**src/rtl/cache_line_mover.sv**
```systemverilog
// Refill/writeback engine between cache controller, data RAM and memory.
// Optionally writes back a dirty victim line, then fetches the new line.
module cache_line_mover #(
  parameter int DATA_WIDTH      = 8,
  parameter int CACHE_ADDR_SIZE = 10,
  parameter int MEM_ADDR_SIZE   = 16,
  parameter int LINE_WORDS_LOG2 = 2
) (
  input  logic                                       Clk,
  input  logic                                       Reset,
  input  logic                                       ReqValid,
  output logic                                       ReqReady,
  input  logic                                       ReqDirty,
  input  logic [CACHE_ADDR_SIZE-LINE_WORDS_LOG2-1:0] ReqLine,
  input  logic [MEM_ADDR_SIZE-LINE_WORDS_LOG2-1:0]   ReqVictimBase,
  input  logic [MEM_ADDR_SIZE-LINE_WORDS_LOG2-1:0]   ReqFillBase,
  output logic                                       Done,
  output logic [CACHE_ADDR_SIZE-1:0]                 RamAddress,
  output logic [DATA_WIDTH-1:0]                      RamDataIn,
  output logic                                       RamWrite,
  input  logic [DATA_WIDTH-1:0]                      RamDataOut,
  output logic [MEM_ADDR_SIZE-1:0]                   MemAddress,
  output logic [DATA_WIDTH-1:0]                      MemWrData,
  output logic                                       MemRead,
  output logic                                       MemWrite,
  input  logic                                       MemAck,
  input  logic [DATA_WIDTH-1:0]                      MemRdData
);

  localparam int LWL = LINE_WORDS_LOG2;
  localparam int LA  = CACHE_ADDR_SIZE - LWL;
  localparam int MA  = MEM_ADDR_SIZE - LWL;
  localparam logic [LWL-1:0] ONE = 1;

  typedef enum logic [2:0] {
    S_IDLE,
    S_WB_RD,
    S_WB_MEM,
    S_FILL_MEM,
    S_FILL_WR,
    S_DONE
  } state_t;

  state_t         state;
  state_t         state_n;
  logic [LWL-1:0] idx;
  logic [LWL-1:0] idx_n;
  logic [LA-1:0]  line_q;
  logic [LA-1:0]  line_n;
  logic [MA-1:0]  victim_q;
  logic [MA-1:0]  victim_n;
  logic [MA-1:0]  fill_q;
  logic [MA-1:0]  fill_n;

  always_comb begin
    state_n  = state;
    idx_n    = idx;
    line_n   = line_q;
    victim_n = victim_q;
    fill_n   = fill_q;
    unique case (state)
      S_IDLE: begin
        if (ReqValid) begin
          state_n  = ReqDirty ? S_WB_RD : S_FILL_MEM;
          idx_n    = '0;
          line_n   = ReqLine;
          victim_n = ReqVictimBase;
          fill_n   = ReqFillBase;
        end
      end
      S_WB_RD: state_n = S_WB_MEM;
      S_WB_MEM: begin
        if (MemAck) begin
          if (&idx) begin
            idx_n   = '0;
            state_n = S_FILL_MEM;
          end else begin
            idx_n   = idx + ONE;
            state_n = S_WB_RD;
          end
        end
      end
      S_FILL_MEM: begin
        if (MemAck) state_n = S_FILL_WR;
      end
      S_FILL_WR: begin
        if (&idx) begin
          idx_n   = '0;
          state_n = S_DONE;
        end else begin
          idx_n   = idx + ONE;
          state_n = S_FILL_MEM;
        end
      end
      S_DONE:  state_n = S_IDLE;
      default: state_n = S_IDLE;
    endcase
  end

  // Outputs are registered from the next state so strobes align with it.
  always_ff @(posedge Clk) begin
    if (Reset) begin
      state      <= S_IDLE;
      idx        <= '0;
      line_q     <= '0;
      victim_q   <= '0;
      fill_q     <= '0;
      ReqReady   <= 1'b1;
      Done       <= 1'b0;
      RamAddress <= '0;
      RamDataIn  <= '0;
      RamWrite   <= 1'b0;
      MemAddress <= '0;
      MemWrData  <= '0;
      MemRead    <= 1'b0;
      MemWrite   <= 1'b0;
    end else begin
      state      <= state_n;
      idx        <= idx_n;
      line_q     <= line_n;
      victim_q   <= victim_n;
      fill_q     <= fill_n;
      ReqReady   <= (state_n == S_IDLE);
      Done       <= (state_n == S_DONE);
      RamWrite   <= (state_n == S_FILL_WR);
      MemRead    <= (state_n == S_FILL_MEM);
      MemWrite   <= (state_n == S_WB_MEM);
      RamAddress <= {line_n, idx_n};
      MemAddress <= (state_n == S_WB_MEM) ? {victim_n, idx_n}
                                          : {fill_n, idx_n};
      if (state == S_WB_RD) MemWrData <= RamDataOut;
      if (state == S_FILL_MEM && MemAck) RamDataIn <= MemRdData;
    end
  end

endmodule
```
**config.mk**
```make
export PLATFORM = sky130hd
export DESIGN_NAME = cache_line_mover
export DESIGN_NICKNAME = d
export VERILOG_FILES = /design/src/rtl/cache_line_mover.sv
export SDC_FILE = /design/constraint.sdc
export NUM_CORES = 1
export LEC_CHECK = 0
export BUFFER_PORTS_ARGS = -buffer_cell sky130_fd_sc_hd__buf_2
export CAP_MARGIN = 25
export CORE_UTILIZATION = 44
export DETAILED_ROUTE_END_ITERATION = 8
export HOLD_SLACK_MARGIN = 0.08
export PLACE_DENSITY = 0.75
export SLEW_MARGIN = 20
export SYNTH_ARGS = -nofsm -noshare
export SYNTH_HDL_FRONTEND = slang
export SYNTH_SLANG_ARGS = --single-unit
```
**constraint.sdc**
```tcl
create_clock -name Clk -period 1.78 [get_ports Clk]
set_clock_uncertainty 0.1 [all_clocks]
set_input_delay 0.178 -clock Clk [delete_from_list [all_inputs] [get_ports Clk]]
set_output_delay 0.178 -clock Clk [all_outputs]
set_load 0.02 [all_outputs]
```
After elaboration in Yosys (flattened, before gate mapping)
Index checks and enable logic that the tools add are counted.
{"block": "word_totals", "reg_bits": 88, "input_bits": 57, "wordCells": 45, "out_inout_bits": 47}
{"block": "op_classes", "n_mux": 18, "add_sub_neg": 1, "n_reduce_logical": 4, "n_eq_ne": 8}
{"operator": "$mux W14", "n": 4}
{"operator": "$mux W16", "n": 1}
{"operator": "$mux W8", "n": 2}
{"operator": "$pmux W3 S5", "n": 1}
{"operator": "$eq A3 B2 Y1 const B", "n": 4}
{"operator": "$mux W3", "n": 4}
{"operator": "$mux W2", "n": 5}
{"operator": "$eq A3 B3 Y1 const B", "n": 3}
{"operator": "$logic_not A3 Y1", "n": 2}
{"operator": "$pmux W2 S3", "n": 1}
{"operator": "$eq A3 B1 Y1 const B", "n": 1}
{"operator": "$add A2 B1 Y2 const B", "n": 1}
{"operator": "$reduce_and A2 Y1", "n": 1}
{"operator": "$logic_and A1 B1 Y1", "n": 1}

Longest topological paths before layout
{"block": "logic_depth", "ltp_word": 6, "ltp_mapped": 7, "ltp_nobuf": 6}

Worst setup path after synthesis
No wires, ideal clock.
{"block": "synth_timing", "path_type": "reg2reg", "startpoint": "register, netlist name RamAddress[0]", "endpoint": "register MemAddress[10]", "path_stages_with_launch": 8, "setup_time_ps": 66, "path_slack_ps": 8, "period_less_slack_ps": 1772, "t_arrival_ps": 1606, "required_ps": 1614, "n_path_buf": 1, "path_cell_list": "dfxtp_1 > ha_1 > nand2b_1 > o32ai_2 > o21ai_2 > nor3_4 > buf_6 > a2bb2oi_2"}
{"element": "end signal: assignment", "line": "129", "source": "MemAddress <= (state_n == S_WB_MEM) ? {victim_n, idx_n}"}
{"element": "end: declaration", "line": "22", "source": "output logic [MEM_ADDR_SIZE-1:0] MemAddress,"}

Worst setup path after layout
{"block": "layout_timing", "startpoint": "register state[2]", "endpoint": "register MemAddress[10]"}
{"block": "layout_between", "elab_chain_cells": 4, "word_cells_on_any_way": 13, "cone_classes": "5 x eq/ne; 7 x mux; 1 x reduce/logical"}
{"element": "start: declaration", "line": "44", "source": "state_t state;"}
{"element": "start signal: assignment", "line": "118", "source": "state <= state_n;"}
{"element": "$eq A3 B3 Y1 (tied with other cells)", "line": "61", "source": "unique case (state)"}
{"element": "$pmux W3 S5", "line": "61"}
{"element": "$eq A3 B2 Y1", "line": "129"}
{"element": "$mux W16 *", "line": "129"}
Every way passes the cells marked *; elsewhere a longest branch is shown, timed or not.
A chain may end at the register's enable or synchronous reset.

==> flow_summary.json <==
{
  "outcome": "complete, but fails checks",
  "violations": "DRC",
  "postLayoutSetupSlackWorst_ns": 0.0568,
  "vias": 2574,
  "period_share_pct": 96.8,
  "drv_slew": 0,
  "antenna_found_initial": 0,
  "grt_max_degree": 25,
  "cts_tree": "built",
  "postRouteAntennaNets": 0,
  "holdPathStages": 3,
  "endpoint_kind": "register",
  "holdPathEnd": "MemWrite",
  "maxCapViolations": 0,
  "grt_usage_pct": 21.1,
  "reg2reg_slack_ns": 0.06,
  "grt-ovfl-total": 0,
  "worst_pin_slew_ns": 0.388,
  "die_w_um": 84.0,
  "arrival_ns": 1.85,
  "drtPass1Iterations": 6,
  "clock-sinks": 76,
  "synthTopCellsByArea": "dfxtp_1 (51%), mux2i_1 (7.4%), nand2_1 (7.0%)",
  "synth_edf_count": 0,
  "wl_per_cell_um": 13.6,
  "start_util_pct": 46.1,
  "nets": 511,
  "clk_latency_ns": 0.34,
  "place_ws_ns": 0.0101,
  "p_leak_uw": 0.00194,
  "synthFlopType": "dfxtp_1",
  "fin_hold_ws_ns": 0.148,
  "yosysTopAreaCell": "dfxtp_1",
  "hpwlAfterDp_mm": 4.48,
  "clk_path_buf_depth": 2,
  "via_per_inst": 4.82,
  "grt_pass1_vias": 2565,
  "grt_first_pass_wirelength_mm": 11.7,
  "slew_headroom_pct": 74.0,
  "yosysMostFrequentCell": "dfxtp_1",
  "place_congestion": 0.819,
  "worst-setup-path-type": "register to register",
  "drive_gt1_share_pct": 38.7,
  "cts_root_buffer": "clkbuf_8",
  "synth.distinct_cells": 39,
  "multiInputGateArea_um2": 1310,
  "vdd_drop_max_v": 0.000658,
  "hold_violations": 0,
  "routed_wl_mm": 7.26,
  "htreeDepth": 3,
  "area_growth_pct": 49.1,
  "rsz0062_at_grt": "no",
  "seqCellArea_um2": 1530,
  "ys_warn_count": 0,
  "tns_ns": 0,
  "rows": 29,
  "synth_top_cells_by_count": "dfxtp_1 (76), nand2_1 (55), nor2_1 (29)",
  "setup_viol": 0,
  "synth-seq-area-share_pct": 51.4,
  "synth_top_cell_area_share_pct": 51.4,
  "r2r-start": "state[2]",
  "power_density_nw_per_um2": 1050,
  "worstReg2RegEnd": "MemAddress[10]",
  "min_period_ns": 1.72,
  "syn_nets": 349,
  "async_flop_share_pct": 0,
  "die_area_um2": 7060,
  "cts_made_buffers": 9,
  "hold_start": "Reset",
  "port_buffers": 103,
  "cp-start-kind": "register",
  "required_ns": 1.90,
  "syn-cell-area_um2": 2960,
  "crit_fanout": 24,
  "die_y_um": 84.0,
  "ff2ff_path_depth": 6,
  "clk_pin_slew_worst_paths_ns": 0.07,
  "diodes": 0,
  "ys_seq_elements": 76,
  "max_freq_mhz": 580,
  "hold_path.class": "primary input to register",
  "post-route-drc-count": 18,
  "core-area_um2": 6420,
  "synthCells": 290,
  "syn-mean-instance-area_um2": 10.2,
  "io_pins": 104,
  "drt_iter0_markers": 89,
  "n_fill_cell": 478
}
-- cell families (layout without fill, tap and decap cells) --
family / after synthesis / in the layout / synth area share, %
buffers and inverters: 21 / 188 / 4.73
and+or+nand+nor: 110 / 110 / 17.3
DFF: 76 / 76 / 51.4
adders and majority gates: 2 / 2 / 0.845
AOI/OAI and AO/OA: 58 / 58 / 18.0
xor gates and xnor gates: 1 / 1 / 0.296
muxes: 22 / 22 / 7.44
-- repair_timing --
action / 4_1_cts / 5_1_grt
setup buffers: 0 / 1
hold buffers: 52 / 0
endpoints found under the setup margin: 6 / 23
pin swaps: 1 / 3
endpoints found under the hold margin: 66 / 0
gates cloned: 0 / 1
resized for setup: 2 / 8
-- critical path: stages, from the launching register on --
cell	delay (ns)
dfxtp_2	0.38
buf_12	0.15
nor4b_4	0.23
buf_4	0.18
buf_12	0.20
mux2i_2	0.29
a2bb2oi_2	0.08
-- per-layer routing --
layer  global-route usage (%)  part of all wire (%)  vias up
li1                         -                     -     1298
met1                     24.0                    43     1188
met2                     37.3                    50       69
met3                     4.55                   3.8       19
met4                     9.87                   2.8        0
met5                        0                     0        -
-- area by class of cell --
cell class	instances	area share (%)
clock buffers	10	2.89
flip-flops and latches	76	34.6
inverters	1	0.0851
multi-input cells	193	29.8
well taps	77	2.18
clock inverters	6	3.09
repair buffers	171	27.4
-- layout by cell type, fill, tap and decap left out, types with 2 or more instances in the layout --
cell type and instances:
mux2i_1 18, a21oi_1 24, nand2b_1 5, nand2_1 55, mux2i_2 4, ha_1 2, buf_2 104, nor2b_1 2
a2bb2oi_1 4, nor2_1 29, a21oi_4 8, buf_12 4, bufinv_16 4, clkbuf_8 9, o21ai_0 3, dlygate4sd3_1 52
nand2_2 8, a2bb2oi_2 10, dfxtp_1 71, buf_4 10, a21o_1 2, dfxtp_2 5
-- through the flow --
step / total power [uW] / area [um^2] / instances / util, %
CTS: 4630 / 4380 / 532 / 68.2
detailed placement: 2830 / 3590 / 464 / 55.9
global placement: 2810 / 3590 / 464 / 55.9
finish: 4620 / 4410 / 534 / 68.7
floorplan: 2550 / 2960 / 290 / -
global route: 4820 / 4410 / 534 / 68.7
-- how the worst max path moves through the flow --
stage	startpoint	cells after the start	end
4_1_cts	state[2]	5	MemAddress[15]
3_5_place_dp	state[2]	5	MemAddress[3]
3_3_place_gp	state[2]	5	MemAddress[3]
2_1_floorplan	RamAddress[0]	7	MemAddress[10]
5_1_grt	state[2]	7	MemAddress[3]
6_report	state[2]	6	MemAddress[10]
-- sequential cells by signal, summed over array words and instances, names as in the netlist --
register,cells
MemRead,1
RamWrite,1
RamDataIn,8
Done,1
MemAddress,14
fill_q,14
MemWrData,8
state,3
RamAddress,10
ReqReady,1
MemWrite,1
victim_q,14
-- power breakdown --
part / internal (uW) / switching (uW) / leakage (uW)
clock network: 1080 / 629 / 0.000127
registers: 1850 / 58.9 / 0.000625
logic: 462 / 540 / 0.00119
No activity file was read; power rests on OpenSTA's default activity.
